`src/rtl/alu_seq_if.sv`:
```
// Request/response bundle for the sequential ALU.
// The controller drives the request side, the consumer acks the result.
interface alu_seq_if #(
  parameter int N = 4
);
  logic           in_valid;
  logic           in_ready;
  logic [N-1:0]   operand1;
  logic [N-1:0]   operand2;
  logic [3:0]     operation;
  logic           out_valid;
  logic           out_ready;
  logic [2*N-1:0] alu_out;
  logic           zero;
  logic           div_err;

  modport master (
    output in_valid, operand1, operand2, operation, out_ready,
    input  in_ready, out_valid, alu_out, zero, div_err
  );

  modport slave (
    input  in_valid, operand1, operand2, operation, out_ready,
    output in_ready, out_valid, alu_out, zero, div_err
  );
endinterface

```
`src/rtl/alu_seq.sv`:
```
// Sequential 16-op ALU with iterative shift-add multiplier
// and restoring divider behind valid/ready handshakes.
module alu_seq #(
  parameter int N = 4
) (
  input  logic      clock,
  input  logic      reset_n,
  alu_seq_if.slave  bus
);
  localparam int W  = 2 * N;
  localparam int CW = $clog2(N) + 1;

  typedef enum logic [1:0] {IDLE, MUL, DIV, DONE} state_e;

  state_e          state_q, state_d;
  logic [W-1:0]    mc_q, mc_d;
  logic [W-1:0]    acc_q, acc_d;
  logic [N-1:0]    b_q, b_d;
  logic [CW-1:0]   cnt_q, cnt_d;
  logic            mod_q, mod_d;
  logic [W-1:0]    res_q, res_d;
  logic            zero_q, zero_d;
  logic            err_q, err_d;

  logic [W-1:0]    ax, bx, alu_r, prod;
  logic [N:0]      trial;
  logic [N-1:0]    rem_n, quo_n;
  logic            last, load, ld_err;
  logic [W-1:0]    ld_val;

  assign ax = W'(bus.operand1);
  assign bx = W'(bus.operand2);

  always_comb begin
    alu_r = '0;
    unique case (bus.operation)
      4'h0: alu_r = ax + bx;
      4'h1: alu_r = ax - bx;
      4'h5: alu_r = ax & bx;
      4'h6: alu_r = ax | bx;
      4'h7: alu_r = ax ^ bx;
      4'h8: alu_r = W'((|ax) && (|bx));
      4'h9: alu_r = W'((|ax) || (|bx));
      4'hA: alu_r = ax << 1;
      4'hB: alu_r = ax >> 1;
      4'hC: alu_r = W'(ax == bx);
      4'hD: alu_r = W'(ax != bx);
      4'hE: alu_r = W'(ax < bx);
      4'hF: alu_r = W'(ax > bx);
      default: alu_r = '0;
    endcase
  end

  // mc_q holds the shifting multiplicand, or the dividend/quotient
  assign prod  = acc_q + (b_q[0] ? mc_q : '0);
  assign trial = {acc_q[N-1:0], mc_q[N-1]} - {1'b0, b_q};
  assign rem_n = trial[N] ? {acc_q[N-2:0], mc_q[N-1]} : trial[N-1:0];
  assign quo_n = {mc_q[N-2:0], ~trial[N]};
  assign last  = (cnt_q == CW'(N - 1));

  always_comb begin
    state_d = state_q;
    mc_d    = mc_q;
    acc_d   = acc_q;
    b_d     = b_q;
    cnt_d   = cnt_q;
    mod_d   = mod_q;
    res_d   = res_q;
    zero_d  = zero_q;
    err_d   = err_q;
    load    = 1'b0;
    ld_val  = '0;
    ld_err  = 1'b0;
    unique case (state_q)
      IDLE: begin
        if (bus.in_valid) begin
          unique case (bus.operation)
            4'h2: begin
              mc_d    = ax;
              b_d     = bus.operand2;
              acc_d   = '0;
              cnt_d   = '0;
              state_d = MUL;
            end
            4'h3, 4'h4: begin
              if (bus.operand2 == '0) begin
                load    = 1'b1;
                ld_err  = 1'b1;
                ld_val  = (bus.operation == 4'h4) ? '1 : ax;
                state_d = DONE;
              end else begin
                mc_d    = ax;
                b_d     = bus.operand2;
                acc_d   = '0;
                cnt_d   = '0;
                mod_d   = (bus.operation == 4'h3);
                state_d = DIV;
              end
            end
            default: begin
              load    = 1'b1;
              ld_val  = alu_r;
              state_d = DONE;
            end
          endcase
        end
      end
      MUL: begin
        acc_d = prod;
        mc_d  = mc_q << 1;
        b_d   = b_q >> 1;
        cnt_d = cnt_q + CW'(1);
        if (last) begin
          load    = 1'b1;
          ld_val  = prod;
          state_d = DONE;
        end
      end
      DIV: begin
        acc_d = W'(rem_n);
        mc_d  = W'(quo_n);
        cnt_d = cnt_q + CW'(1);
        if (last) begin
          load    = 1'b1;
          ld_val  = mod_q ? W'(rem_n) : W'(quo_n);
          state_d = DONE;
        end
      end
      DONE: begin
        if (bus.out_ready) state_d = IDLE;
      end
      default: state_d = IDLE;
    endcase
    if (load) begin
      res_d  = ld_val;
      zero_d = (ld_val == '0);
      err_d  = ld_err;
    end
  end

  always_ff @(posedge clock or negedge reset_n) begin
    if (!reset_n) begin
      state_q <= IDLE;
      mc_q    <= '0;
      acc_q   <= '0;
      b_q     <= '0;
      cnt_q   <= '0;
      mod_q   <= 1'b0;
      res_q   <= '0;
      zero_q  <= 1'b0;
      err_q   <= 1'b0;
    end else begin
      state_q <= state_d;
      mc_q    <= mc_d;
      acc_q   <= acc_d;
      b_q     <= b_d;
      cnt_q   <= cnt_d;
      mod_q   <= mod_d;
      res_q   <= res_d;
      zero_q  <= zero_d;
      err_q   <= err_d;
    end
  end

  assign bus.in_ready  = (state_q == IDLE);
  assign bus.out_valid = (state_q == DONE);
  assign bus.alu_out   = res_q;
  assign bus.zero      = bus.out_valid && zero_q;
  assign bus.div_err   = bus.out_valid && err_q;
endmodule
```
`src/flat_wrapper.sv`:
```
// flat-port wrapper written by rule: the top's interface ports become plain ports
module alu_seq_flat 
#(
  parameter int N = 4
)
  (clock, reset_n, bus_in_valid, bus_operand1, bus_operand2, bus_operation, bus_out_ready, bus_in_ready, bus_out_valid, bus_alu_out, bus_zero, bus_div_err);
  alu_seq_if #(.N(N)) bus_i ();
  input  logic clock;
  input  logic reset_n;
  input wire logic [$bits(bus_i.in_valid)-1:0] bus_in_valid;
  input wire logic [$bits(bus_i.operand1)-1:0] bus_operand1;
  input wire logic [$bits(bus_i.operand2)-1:0] bus_operand2;
  input wire logic [$bits(bus_i.operation)-1:0] bus_operation;
  input wire logic [$bits(bus_i.out_ready)-1:0] bus_out_ready;
  output wire logic [$bits(bus_i.in_ready)-1:0] bus_in_ready;
  output wire logic [$bits(bus_i.out_valid)-1:0] bus_out_valid;
  output wire logic [$bits(bus_i.alu_out)-1:0] bus_alu_out;
  output wire logic [$bits(bus_i.zero)-1:0] bus_zero;
  output wire logic [$bits(bus_i.div_err)-1:0] bus_div_err;
  assign bus_i.in_valid = bus_in_valid;
  assign bus_i.operand1 = bus_operand1;
  assign bus_i.operand2 = bus_operand2;
  assign bus_i.operation = bus_operation;
  assign bus_i.out_ready = bus_out_ready;
  assign bus_in_ready = bus_i.in_ready;
  assign bus_out_valid = bus_i.out_valid;
  assign bus_alu_out = bus_i.alu_out;
  assign bus_zero = bus_i.zero;
  assign bus_div_err = bus_i.div_err;
  alu_seq #(.N(N)) u_core (.clock(clock), .reset_n(reset_n), .bus(bus_i));
endmodule
```
`config.mk`:
```
export PLATFORM = sky130hd
export DESIGN_NAME = alu_seq_flat
export DESIGN_NICKNAME = d
export VERILOG_FILES = /design/src/rtl/alu_seq_if.sv /design/src/rtl/alu_seq.sv /design/src/flat_wrapper.sv
export SDC_FILE = /design/constraint.sdc
export NUM_CORES = 1
export LEC_CHECK = 0
export BUFFER_PORTS_ARGS = -buffer_cell sky130_fd_sc_hd__clkbuf_2
export CAP_MARGIN = 20
export CORE_ASPECT_RATIO = 1.4
export CORE_MARGIN = 5
export CORE_UTILIZATION = 40
export DETAILED_ROUTE_END_ITERATION = 12
export PLACE_DENSITY_LB_ADDON = 0.08
export SYNTH_ARGS = -nofsm -noshare
export SYNTH_HDL_FRONTEND = slang
export SYNTH_SLANG_ARGS = --single-unit
```
`constraint.sdc`:
```
create_clock -name clock -period 7.97 [get_ports clock]
set_input_delay 0.3985 -clock clock [delete_from_list [all_inputs] [get_ports clock]]
set_output_delay 0.3985 -clock clock [all_outputs]
set_load 0.01 [all_outputs]
```
==> results of run 1 <==
[power groups by stage]
| stage | clock (mW) | combinational, mW | sequential, mW |
|---|---|---|---|
| 4_1_cts | 0.204 | 0.671 | 0.310 |
| 3_5_place_dp | 0 | 0.668 | 0.313 |
| 6_report | 0.199 | 0.668 | 0.309 |
| 2_1_floorplan | 0 | 0.476 | 0.301 |
| 3_3_place_gp | 0 | 0.666 | 0.311 |
| 5_1_grt | 0.209 | 0.751 | 0.318 |
[layer usage]
| metal | global-route usage | wire [microns] |
|---|---|---|
| met5 | 0 | 0 |
| met4 | 0.0979 | 402 |
| met3 | 0.0202 | 289 |
| met2 | 0.343 | 5090 |
| met1 | 0.226 | 3750 |
[cell usage after synthesis (4+ instances only)]
cell / instances
a211oi_1: 5
o211ai_1: 4
mux2_2: 7
mux2i_1: 6
inv_1: 29
o21ai_0: 36
a22oi_1: 4
o21a_1: 5
a21o_1: 7
or3_1: 4
and2_1: 15
clkbuf_1: 14
dfrtp_1: 36
nand3_1: 6
a31oi_1: 9
fa_1: 4
ha_1: 32
nor3_1: 5
nand2b_1: 6
o21bai_1: 4
nand2_1: 46
a21oi_1: 23
nor2_1: 24
[layout by cell type (no fill, tap or decap), types with 3 or more instances in the layout]
| master | count |
|---|---|
| a211oi_1 | 5 |
| a21o_1 | 7 |
| a21oi_1 | 23 |
| a22o_1 | 3 |
| a22oi_1 | 4 |
| a2bb2oi_1 | 3 |
| a31oi_1 | 9 |
| and2_1 | 15 |
| and3_1 | 3 |
| clkbuf_16 | 5 |
| clkbuf_2 | 27 |
| dfrtp_1 | 36 |
| fa_1 | 4 |
| ha_1 | 32 |
| inv_1 | 29 |
| mux2_2 | 7 |
| mux2i_1 | 6 |
| nand2_1 | 46 |
| nand2b_1 | 6 |
| nand3_1 | 6 |
| nand4_1 | 3 |
| nor2_1 | 24 |
| nor3_1 | 5 |
| o2111ai_1 | 3 |
| o211ai_1 | 4 |
| o21a_1 | 5 |
| o21ai_0 | 36 |
| o21bai_1 | 4 |
| o221ai_1 | 3 |
| or2_2 | 3 |
| or3_1 | 4 |
| xor2_1 | 3 |
[layout make-up]
cell class | instances | area share
Timing Repair Buffer | 29 | 0.0406
Sequential cell | 36 | 0.244
Inverter | 30 | 0.0305
Tap cell | 102 | 0.0345
Clock buffer | 6 | 0.0376
Multi-Input combinational cell | 318 | 0.610
Clock inverter | 2 | 0.00271
[kinds of logic after synthesis]
logic type      after synthesis  synth area share
flops                        36             0.269
mux                          13            0.0415
xor+xnor                      5            0.0131
simple gates                129             0.198
fa+ha+maj                    36             0.144
buf+inv                      47            0.0561
compound gates              135             0.278
[flip-flops by register name (all words and copies together) (netlist names)]
| signal | count |
|---|---|
| u_core.zero_q | 1 |
| u_core.mc_q | 8 |
| u_core.acc_q | 8 |
| u_core.cnt_q | 3 |
| u_core.err_q | 1 |
| u_core.state_q | 2 |
| u_core.b_q | 4 |
| u_core.mod_q | 1 |
| u_core.bus.alu_out | 8 |
[stage by stage]
stage                     setup WS, ns   util  hold WS, ns
after floorplan                   4.89      -        0.103
after global placement            4.65  0.434        0.473
after detailed placement          4.51  0.434        0.482
after CTS                         4.51  0.452        0.298
after global routing              4.27  0.453        0.333
final                             4.50  0.453        0.260
[how the worst max path moves through the flow]
stage,start,endpoint,slack [ns],depth (start not counted)
finish,u_core.b_q[0],u_core.zero_q,4.50,10
global route,u_core.b_q[0],u_core.zero_q,4.27,10
CTS,u_core.b_q[0],u_core.zero_q,4.51,10
detailed placement,bus_operation[0],u_core.zero_q,4.51,8
global placement,bus_operation[0],u_core.zero_q,4.65,8
floorplan,u_core.mc_q[3],u_core.zero_q,4.89,12
[worst max-delay path, stage by stage (launching register included)]
cell	delay (ns)
dfrtp_1	0.53
ha_1	0.22
inv_1	0.05
fa_1	0.39
and3_1	0.17
o21ai_1	0.22
and2_1	0.31
o21ai_0	0.21
or3_1	0.43
or4b_1	0.54
o41ai_2	0.30
==> impl.org, run 1 <==
** Placed design
- After detailed placement, the total cell area comes to 0.00354 sq mm.
- In this run the tool buffered the top-level ports with 27 buffer cells.
- Weighted congestion at the end of routability-driven global placement :: 0.837
- Counting tap cells, the placed design contains a total of 514 instances.
- Detailed placement finished with a half-perimeter wire length of 7600 microns.

** Final layout
- The finished cells cover 0.00369 sq mm.
- Summing all multi-input logic gate instances after layout gives 0.00225 sq mm.
- 0 antenna diodes ended up in the layout.
- Compared with the post-synthesis result, the final layout area differs by 10.5%.
- Final instance count without filler cells :: 523
- Across the whole layout, storage elements account for 901 sq um.
- In the final layout, the share of cells above drive strength 1 is 0.138.
- The filler cells instantiated in the layout total 792.
- At the end of the flow, the number of nets in the layout was 472.

** Clocking
- Post-cts repair resize count :: 0
- Clock-pin slew was measured on the worst setup and hold paths at 0.05 ns.
- The clock net in this run drives a total of 36 sinks.
- Cts bufs inserted :: 5
- Library cell used as clock root buffer :: clkbuf_16
- Setup Buffers After CTS :: 0
- Clock tree from TritonCTS :: done
- For this design, the CTS-stage hold fixing added 0 buffers.
- Maximum buffer depth of the clock tree :: 2
- Worst skew pair latency :: 0.28 ns
- The H-tree generated during clock tree synthesis spans 2 levels.

** Run
- The tool flagged a number of max-cap violations equal to 0.

** Power
- For this design the total switching power over the nets is 0.544 mW.
- Clock network power share :: 0.170
- Standby leakage power :: 1.71 nW
- Of the total power, registers draw 0.262.
- In this run the power density over the cells is 318 mW/mm^2.
- Combinational power share :: 0.568
- Of the total power, the share spent switching nets is 0.463.
- Worst IR Drop VDD :: 180 uV
- Final total power :: 1.18 mW
- Internal Dissipation :: 0.632 mW

** Timing
- At the pin with the least slew margin, the transition time is 0.972 ns.
- Pins Over Slew Limit :: 0
- After routing, the total negative slack on setup checks comes to 0 ns.
- The clock period could shrink to 3.47 ns.
- Setup violations remaining at the end of the flow were counted as 0.
- Unrepaired setup endpoints after global routing :: false
- Max frequency :: 288 MHz
- The total count of hold-check failures in the final report came to 0.
- Fin Clk Skew :: 0.00663 ns
- Measured against its own limit, the worst slew margin works out to 0.352.
- Of the available clock period, the critical path in the final layout requires 0.435.

** Yosys
- Average instance area after synthesis :: 8.34 sq um
- The cell area that synthesis handed to floorplanning was 0.00334 sq mm.
- Share of flip-flops with an asynchronous set or reset after synthesis :: 1.00
- During synthesis, Yosys emitted a total of 0 warnings.
- Synthesis produced 401 cells.
- Nets in the synthesized netlist :: 453
- Most frequently used flop master after synthesis :: dfrtp_1
- The synthesized design contains 0 enable-type register cells.
- Flip-flop and latch count after synthesis :: 36
- Sequential share of the synthesized area :: 0.269
- The synthesized netlist contains 64 unique library cells.
- Leading cell types by total area after synthesis :: dfrtp_1 (27%), ha_1 (12%), o21ai_0 (5.4%)
- The synthesized design spends more area on one cell type than any other, namely dfrtp_1.
- Of the post-synthesis cell area, the dominant cell type holds 0.269.

** Worst setup path
- Crit start category :: register
- The worst register-to-register path ends at u_core.zero_q.
- STA classifies the critical path endpoint as a register.
- Setup slack on the worst reg-to-reg path comes out at 4.50 ns.
- For the worst setup path, the data required time is 8.15 ns.
- Reg2Reg Depth :: 10
- Maximum fanout count along the critical path :: 10
- In this run the critical register-to-register path is launched from u_core.b_q[0].
- For the worst setup path, the data arrival time is 3.65 ns.
- Startpoint-to-endpoint class of the critical path :: register to register

** Floorplanning
- The die is 118 microns tall.
- 28 I/O pins were placed.
- The floorplan step set the die width to 87.3 microns.
- Core Rows :: 39
- Standard cell core area :: 0.00815 sq mm
- The initial utilization of the core area, before any placement, comes to 0.410.
- The die covers 0.0103 sq mm.

** GRT
- In the global route stage, overall resource usage came out at 0.194.
- Entering global routing, the biggest net connects 37 pins.
- The first global-routing pass estimated 15900 microns of wire.
- The number of global-route vias before repair came to 3122.
- Antenna violations before repair :: 0
- Overflow left after global routing :: 0

** Routing
- Antenna violation net count after detailed routing :: 0
- After the first detailed-routing iteration, the DRC count stood at 131.
- The first detailed-routing pass took 5 iterations.
- After detailed routing, the average wire length per cell comes to 18.2 microns.
- Total via count in the routed design :: 3048
- Vias per Instance :: 5.83
- Number of remaining DRC errors :: 0
- For this block, the routed nets add up to 9530 microns of wire.

** Run status
- The run finished with clean final reports.

** Hold path
- The min-delay analysis places its worst path in the category input port to asynchronous set/reset pin.
(Power assumes the default switching activity.)
==> run 2: changes to the inputs <==
--- a/config.mk
+++ b/config.mk
@@ -5,6 +5,7 @@
 export SDC_FILE = /design/constraint.sdc
 export NUM_CORES = 1
 export LEC_CHECK = 0
+export ABC_AREA = 1
 export BUFFER_PORTS_ARGS = -buffer_cell sky130_fd_sc_hd__clkbuf_2
 export CAP_MARGIN = 20
 export CORE_ASPECT_RATIO = 1.4
==> constraint.sdc (replaced) <==
create_clock -name clock -period 3.51 [get_ports clock]
set_input_delay 0.1755 -clock clock [delete_from_list [all_inputs] [get_ports clock]]
set_output_delay 0.1755 -clock clock [all_outputs]
set_load 0.01 [all_outputs]
==> impl.org, run 2 <==
** Run status
- Result of the run :: completed

** Run
- The number of violations of the max-capacitance limit is 0 (unchanged).

** Power
- The part of the total power dissipated in sequential elements was 0.242 (-0.020).
- The share of power burned in combinational logic is 0.596 (+0.028).
- Power density cells :: 760 mW/mm^2 (+140%)
- The peak ir drop on the vdd network was 673 uV (+270%).
- The switching power is 1.45 mW (+170%).
- Standby leakage power :: 1.96 nW (+15%)
- The switching fraction of total power came to 0.508 (+0.0448).
- The total internal power was 1.40 mW (+120%).
- The fraction of power consumed by the clock network came to 0.162 (-0.008).

** Clocking
- The post-cts hold buffer count is 0 (unchanged).
- Setup Buffers After CTS :: 0 (unchanged)
- In this run the clock root is driven by a clkbuf_16.
- The clock latency of the later-clocked register in the worst-skew pair came to 0.28 ns (about the same).
- TritonCTS built the clock tree.
- The number of instances resized during post-cts repair was 0 (unchanged).
- The total clock buffers created by CTS was 5 (unchanged).
- The clock net sink count is 36 (unchanged).
- H-tree levels :: 2 (unchanged)
- The number of buffers between clock root and the deepest sink came to 2 (unchanged).
- The clock-pin slew of the registers on the worst-case setup and hold paths is 0.06 ns (about the same).

** Floorplanning
- Core Rows :: 39 (unchanged)
- The die width was 87.8 microns (+0.58%).
- Standard cell core area :: 0.00820 sq mm (+0.60%)
- Starting Density :: 0.413 (+0.00290)
- Area enclosed by the die boundary :: 0.0104 sq mm (+1.2%)
- The I/O pin count is 28 (unchanged).
- The die outline height was 119 microns (+0.60%).

** Placed design
- The final estimated routing congestion in global placement came to 0.912 (+8.9%).
- The worst setup timing slack at the placement stage is 1.14 ns (-3.37 ns).
- The cell area after placement was 0.00360 sq mm (+1.6%).
- IO buf count :: 27 (unchanged)
- The detailed placer's ending HPWL is 7930 microns (+4.4%).

** Yosys
- The adder-cell share of the synthesized area is 0.142 (-0.00186).
- The synthesized area per cell is 6.90 sq um (-17%).
- Unique masters post-synth :: 39 (-39%)
- Main combinational cell family by area after synthesis :: simple AND/OR/NAND/NOR gates
- The post-synthesis share of cell area spent on xor and xnor gates is 0.00776 (-0.00534).
- The netlist area before placement came to 0.00339 sq mm (+1.3%).
- Warning count from the yosys run :: 0 (unchanged)
- Sequential share of the synthesized area :: 0.266 (-0.00348)
- By area the synthesized netlist is led by dfrtp_1 (27%), nand2_1 (15%), ha_1 (12%).
- The number of synthesized flops with an enable pin came to 0 (unchanged).
- Nets in the synthesized netlist :: 543 (+20%)
- Fraction of the mapped netlist area in compound gates :: 0.168 (-0.110)
- The async set or reset register ratio after synthesis is 1.00 (unchanged).
- The share of synthesized cell area in and, or, nand and nor gates came to 0.317 (+0.119).
- Most frequently used flop master after synthesis :: dfrtp_1
- Leading cell types by count after synthesis :: nand2_1 (135), inv_1 (67), nand3_1 (45)
- The number of synthesized register bits was 36 (unchanged).
- The post-synthesis instance total is 491 (+22%).
- The synthesized design spends more area on one cell type than any other, namely dfrtp_1.
- Top-area cell type share of the netlist area :: 0.266 (-0.00348)
- The multiplexer share of the synthesized area came to 0 (-0.0415).
- Library cell with the highest instance count after synthesis :: nand2_1

** Routing
- Initial detailed-routing violation count :: 190 (+45%)
- The detailed-routing iteration count for the pre-antenna-repair pass is 5 (unchanged).
- The number of antenna-violating nets in the routed design was 0 (unchanged).
- The total routed wirelength came to 9810 microns (+3.0%).
- Wire length per cell :: 15.8 microns (-13%)
- Total via count in the routed design :: 3275 (+7.4%)
- Vias per Instance :: 5.28 (-9.4%)
- Number of remaining DRC errors :: 0 (unchanged)

** Timing
- Sum of negative setup slack :: 0 ns (unchanged)
- The clock period minus worst slack came to 2.40 ns (-1.07 ns).
- The total of endpoints with negative setup slack in the final report came to 0 (unchanged).
- The highest attainable clock frequency was 418 MHz (+45%).
- The total count of max-transition violations in the final report was 0 (unchanged).
- The setup skew after layout came to 0.00417 ns (-0.00246 ns).
- Worst slew margin relative to its limit :: 0.347 (-0.00494)
- The actual transition at the worst max-transition pin was 0.979 ns (+0.00740 ns).
- Post-route worst hold slack :: 0.0374 ns (-0.223 ns)
- Setup repair after global routing left no endpoint under its margin.
- Final worst-path cycle share :: 0.682 (+0.247)
- Final hold violation count :: 0 (unchanged)
- The worst path setup slack after routing was 1.11 ns (-3.39 ns).

** Worst setup path
- Critical path endpoint category :: register
- The worst setup path is launched from a register.
- The critical path required time came to 3.74 ns (-4.41 ns).
- The data arrival time of the critical path is 2.62 ns (-1.03 ns).
- Startpoint-to-endpoint class of the critical path :: register to register
- Maximum fanout count along the critical path :: 10 (unchanged)

** Final layout
- The final cell utilization of the core is 0.457 (+0.00356).
- Final-stage net count :: 569 (+21%)
- Fill count :: 887 (+12%)
- Most common cell after layout, fill and taps aside :: nand2_1
- The share of final-layout standard cells stronger than drive strength 1 came to 0.125 (-0.0123).
- The top cell types in the final layout, fill and taps aside, are nand2_1 (135), inv_1 (67), nand3_1 (45), o21ai_0 (36), dfrtp_1 (36).
- The layout overhead on the synthesized area is 10.6% (about the same).
- The final cell area excluding filler cells was 0.00375 sq mm (+1.4%).
- The diode insertion count for antenna repair is 0 (unchanged).

** GRT
- Largest net degree at the start of global routing :: 37 (unchanged)
- The number of global-route vias before repair came to 3362 (+7.7%).
- Tot GR Track Use :: 0.202 (+0.00821)
- Antenna violations before repair :: 0 (unchanged)
- Global-route wire length before repair :: 16500 microns (+3.7%)
- Overflow left after global routing :: 0 (unchanged)

** Hold path
- The path class of the tightest hold or removal check is input port to asynchronous set/reset pin.
run 2: cell type report:
type	instances	area (sq um)	share of cell area
inverters	72	275	0.0735
flip-flops and latches	36	901	0.240
multi-input cells	374	2150	0.574
well taps	102	128	0.0341
clock buffers	7	143	0.0381
clock inverters	1	7.51	0.00200
repair buffers	28	143	0.0381
run 2: power by group through the flow:
stage	Clock, mW	Combinational [mW]	Sequential (mW)
after detailed placement	0	1.70	0.695
after global routing	0.485	1.94	0.708
final	0.460	1.70	0.689
after global placement	0	1.70	0.695
after CTS	0.470	1.71	0.690
after floorplan	0	1.32	0.658
run 2: final timing paths:
kind | from | end | slack [ns] | cells after the start
setup / recovery | u_core.b_q[0] | u_core.zero_q | 1.11 | 16
hold / removal | reset_n | u_core.b_q[3] | 0.04 | 1
setup reg to reg | u_core.b_q[0] | u_core.zero_q | 1.11 | 16
hold reg to reg | u_core.bus.alu_out[5] | u_core.bus.alu_out[5] | 0.49 | 2
max in group asynchronous | reset_n | u_core.bus.alu_out[1] | 2.86 | 1
min in group clock | bus_operand2[3] | u_core.b_q[3] | 0.20 | 3
run 2: critical path, stage by stage, from the launching register on:
cell and delay (ns):
dfrtp_1 0.51, ha_1 0.20, inv_1 0.05, fa_1 0.39, nand3_1 0.13, nand3_1 0.11
nand2_1 0.11, nand2_1 0.12, nand2_1 0.10, nand3_1 0.08, nand2_1 0.08, nand2_1 0.06
nand2_1 0.08, nand2_1 0.06, nor2_1 0.10, nand3_1 0.08, nand2_1 0.07
run 2: kinds of logic after synthesis:
group	count (synthesis)
AO/OA/AOI/OAI	90
XOR/XNOR	3
adder cells (fa/ha/maj)	36
flip-flops	36
AND/OR/NAND/NOR	245
buffers and inverters	81
run 2: stage by stage:
stage,total power [mW],std cells
finish,2.85,620
global route,3.13,620
CTS,2.87,620
detailed placement,2.40,612
global placement,2.40,612
floorplan,1.98,491
run 2: metal layers:
metal	wire length [microns]	vias to the layer above	track usage
li1	-	1650	-
met1	3980	1532	0.229
met2	5230	68	0.364
met3	212	25	0.0235
met4	384	0	0.0998
met5	0	-	0
==> run 3: changes to the inputs <==
==> constraint.sdc (replaced) <==
create_clock -name clock -period 2 [get_ports clock]
set_input_delay 0.1 -clock clock [delete_from_list [all_inputs] [get_ports clock]]
set_output_delay 0.1 -clock clock [all_outputs]
set_load 0.01 [all_outputs]
==> impl.org, run 3 (synthesized netlist as in run 2, its figures left out) <==
** Run status
- Result of the run :: complete, but fails checks
- Violated checks :: negative setup slack

** Clocking
- TritonCTS built the clock tree.
- CTS clock-pin slew for the worst setup and hold paths :: 0.06 ns (about the same)
- H-tree levels :: 2 (unchanged)
- The number of buffers between clock root and the deepest sink is 2 (unchanged).
- Library cell used as clock root buffer :: clkbuf_16
- Cts bufs inserted :: 5 (unchanged)
- The clock net sink count is 36 (unchanged).
- Worst skew pair latency :: 0.28 ns (about the same)

** Power
- Standby leakage power :: 2.28 nW (+16%)
- The part of the total power dissipated in sequential elements was 0.204 (-0.038).
- Combinational power share :: 0.664 (+0.068)
- The power density over the cells is 1320 mW/mm^2 (+74%).
- The switching power came to 2.87 mW (+98%).
- Internal Dissipation :: 2.99 mW (+110%)
- The fraction of power consumed by the clock network came to 0.132 (-0.030).
- Worst IR Drop VDD :: 858 uV (+28%)
- The switching fraction of total power came to 0.490 (-0.0179).

** Floorplanning
- Ports placed on the boundary :: 28 (unchanged)
- Width of the die :: 87.8 microns (unchanged)
- The die outline height is 119 microns (unchanged).
- Starting Density :: 0.413 (unchanged)
- Core Rows :: 39 (unchanged)
- The total core area came to 0.00820 sq mm (unchanged).
- The area of the die came to 0.0104 sq mm (unchanged).

** Worst setup path
- Slowest-stage cell, CP :: dfrtp_2
- Buf/Inv on CP :: 2 (+1)
- Critical path cell sequence :: ha_4, inv_2, fa_2, buf_4, xor2_1, nand3_1, nand3_1, nand2_1, nand2_1, nand2_1, nand3_1, nor2_1, nand3_1, nand2_1
- Crit path largest cell delay :: 0.46 ns (-0.05 ns)
- The worst-case reg-to-reg path depth was 14 (-2).
- Critical path endpoint category :: register
- Worst-case register-to-register setup slack :: -0.21 ns (-1.32 ns)
- The data arrival time of the critical path came to 2.38 ns (-0.24 ns).
- The critical path is of the register to register type.
- STA classifies the critical path startpoint as a register.
- In this run the critical register-to-register path is captured at u_core.zero_q.
- The critical path required time is 2.17 ns (-1.57 ns).
- Crit Reg-Reg Startpoint :: u_core.b_q[0]
- Cell family with most CP delay :: simple AND/OR/NAND/NOR gates
- The maximum fanout along the worst path was 8 (-2).

** Final layout
- The footprint of the multi-input gates was 0.00237 sq mm (+10%).
- The share of final-layout standard cells stronger than drive strength 1 was 0.294 (+0.169).
- Most frequent cells in the layout :: nand2_1 (126), inv_1 (62), buf_4 (59), nand3_1 (37), dfrtp_1 (35)
- The area growth from synthesis to layout is 30.6%.
- The layout filler cell count was 829 (-6.5%).
- The library cell used most frequently in the layout, excluding fill and tap cells, is nand2_1.
- Final instance count without filler cells :: 680 (+9.7%)
- The final cell area excluding filler cells came to 0.00442 sq mm (+18%).
- The diode insertion count for antenna repair was 0 (unchanged).
- Final core utilization :: 0.539 (+0.0824)
- Final-stage net count :: 629 (+11%)
- The register area was 902 sq um (+0.14%).

** Hold path
- Beginning of the worst hold path :: bus_operand2[3]
- Counting instances, the worst hold path has a depth of 3.
- The tightest min-delay check is of the input port to register type.
- The path with the worst hold slack has its endpoint at u_core.b_q[3].

** Routing
- The number of antenna-violating nets in the routed design was 0 (unchanged).
- The number of remaining DRC errors came to 0 (unchanged).
- The total routed wirelength is 10500 microns (+7.3%).
- Total via count in the routed design :: 3496 (+6.7%)
- First-pass detailed-route iteration total :: 5 (unchanged)
- The routed via count divided by cell count was 5.14 (-2.7%).
- The initial DRC count is 132 (-31%).
- Wire length per cell :: 15.5 microns (-2.1%)

** GRT
- Tot GR Track Use :: 0.212 (+0.00971)
- Global-route wire length before repair :: 17500 microns (+6.2%)
- The number of global-route vias before repair was 3580 (+6.5%).
- Largest net degree at the start of global routing :: 19 (-49%)
- Overflow left after global routing :: 0 (unchanged)
- Antenna violations before repair :: 0 (unchanged)

** Timing
- Final hold violation count :: 0 (unchanged)
- The worst hold slack across all endpoints is 0.131 ns (+0.0938 ns).
- The actual transition at the worst max-transition pin was 0.382 ns (-0.597 ns).
- The highest attainable clock frequency came to 453 MHz (+8.5%).
- The total of endpoints with negative setup slack in the final report is 12 (+12).
- The total count of max-transition violations in the final report came to 0 (unchanged).
- Fin Clk Skew :: 0.00445 ns (+0.000284 ns)
- Setup repair after global routing could not meet its margin everywhere.
- Final worst-path cycle share :: 1.10 (+0.421)
- Worst slew margin relative to its limit :: 0.745 (+0.398)
- Post-layout worst setup margin :: -0.207 ns (-1.32 ns)
- The clock period minus worst slack came to 2.21 ns (-0.188 ns).

** Placed design
- Weighted congestion at the end of routability-driven global placement :: 0.934 (+2.4%)
- The quantity of I/O buffers inserted on ports was 27 (unchanged).
- Placed instance count :: 669 (+9.3%)
- HPWL reported at the end of detailed placement :: 8590 microns (+8.3%)
- Instance area at placement :: 0.00404 sq mm (+12%)

** Run
- The number of violations of the max-capacitance limit was 0 (unchanged).
-- run 3: cell count changes in the layout (fill, tap and decap cells not counted), moves of 4 or more --
cell     change
nor2_1       -5
nor2_2       +5
ha_1         -7
nand2_1      -9
nand3_2      +5
a21oi_1      -4
nand2_2      +6
nand3_1      -8
inv_2        +5
inv_1        -5
ha_4         +5
o21ai_0      -5
buf_4       +58
-- run 3: routing by layer --
metal  GRT usage  part of all wire  vias up
met5           0                 0        -
met4      0.0835             0.031        0
met3      0.0207             0.029       24
met2       0.391              0.55       75
met1       0.244              0.39     1619
li1            -                 -     1778
-- run 3: worst max path at each step --
stage                   start       endpoint  slack [ns]  cells after the start
2_1_floorplan   u_core.b_q[0]  u_core.zero_q      0.0008                     14
3_3_place_gp    u_core.b_q[0]  u_core.zero_q       -0.32                     13
3_5_place_dp    u_core.b_q[0]  u_core.zero_q       -0.33                     13
5_1_grt         u_core.b_q[0]  u_core.zero_q       -0.33                     16
6_report        u_core.b_q[0]  u_core.zero_q       -0.21                     14
4_1_cts        u_core.mc_q[3]  u_core.zero_q       -0.14                     17
-- run 3: through the flow --
stage	worst slack (ns)	total power [mW]	setup TNS [ns]
6_report	-0.207	5.85	-0.931
2_1_floorplan	0.000797	3.50	0
3_3_place_gp	-0.320	4.62	-1.34
5_1_grt	-0.331	6.38	-2.73
3_5_place_dp	-0.332	4.67	-1.65
4_1_cts	-0.139	5.57	-0.680
-- run 3: tightest hold or removal path, stage by stage --
cell and delay [ns]:
clkbuf_2 0.12, nand3_1 0.08, o21ai_0 0.08
-- run 3: final cells by class --
type,instances,area share
well taps,102,0.0289
clock inverters,3,0.00424
flip-flops and latches,36,0.204
clock buffers,5,0.0283
inverters,72,0.0623
multi-input cells,374,0.537
repair buffers,88,0.136
-- run 3: timing repair --
item / 4_1_cts / 5_1_grt
hold buffers: 1 / 0
gates cloned: 0 / 0
endpoints found under the hold margin: 9 / 0
setup buffers: 0 / 2
endpoints found under the setup margin: 13 / 15
pin swaps: 8 / 15
gates resized for setup: 23 / 31
-- run 3: power by group through the flow --
stage                     sequential (mW)  combinational, mW  clock (mW)
after floorplan                      1.16               2.35           0
after global placement               1.18               3.43           0
after detailed placement             1.19               3.48           0
after CTS                            1.19               3.59       0.793
after global routing                 1.23               4.34       0.818
final                                1.20               3.89       0.771
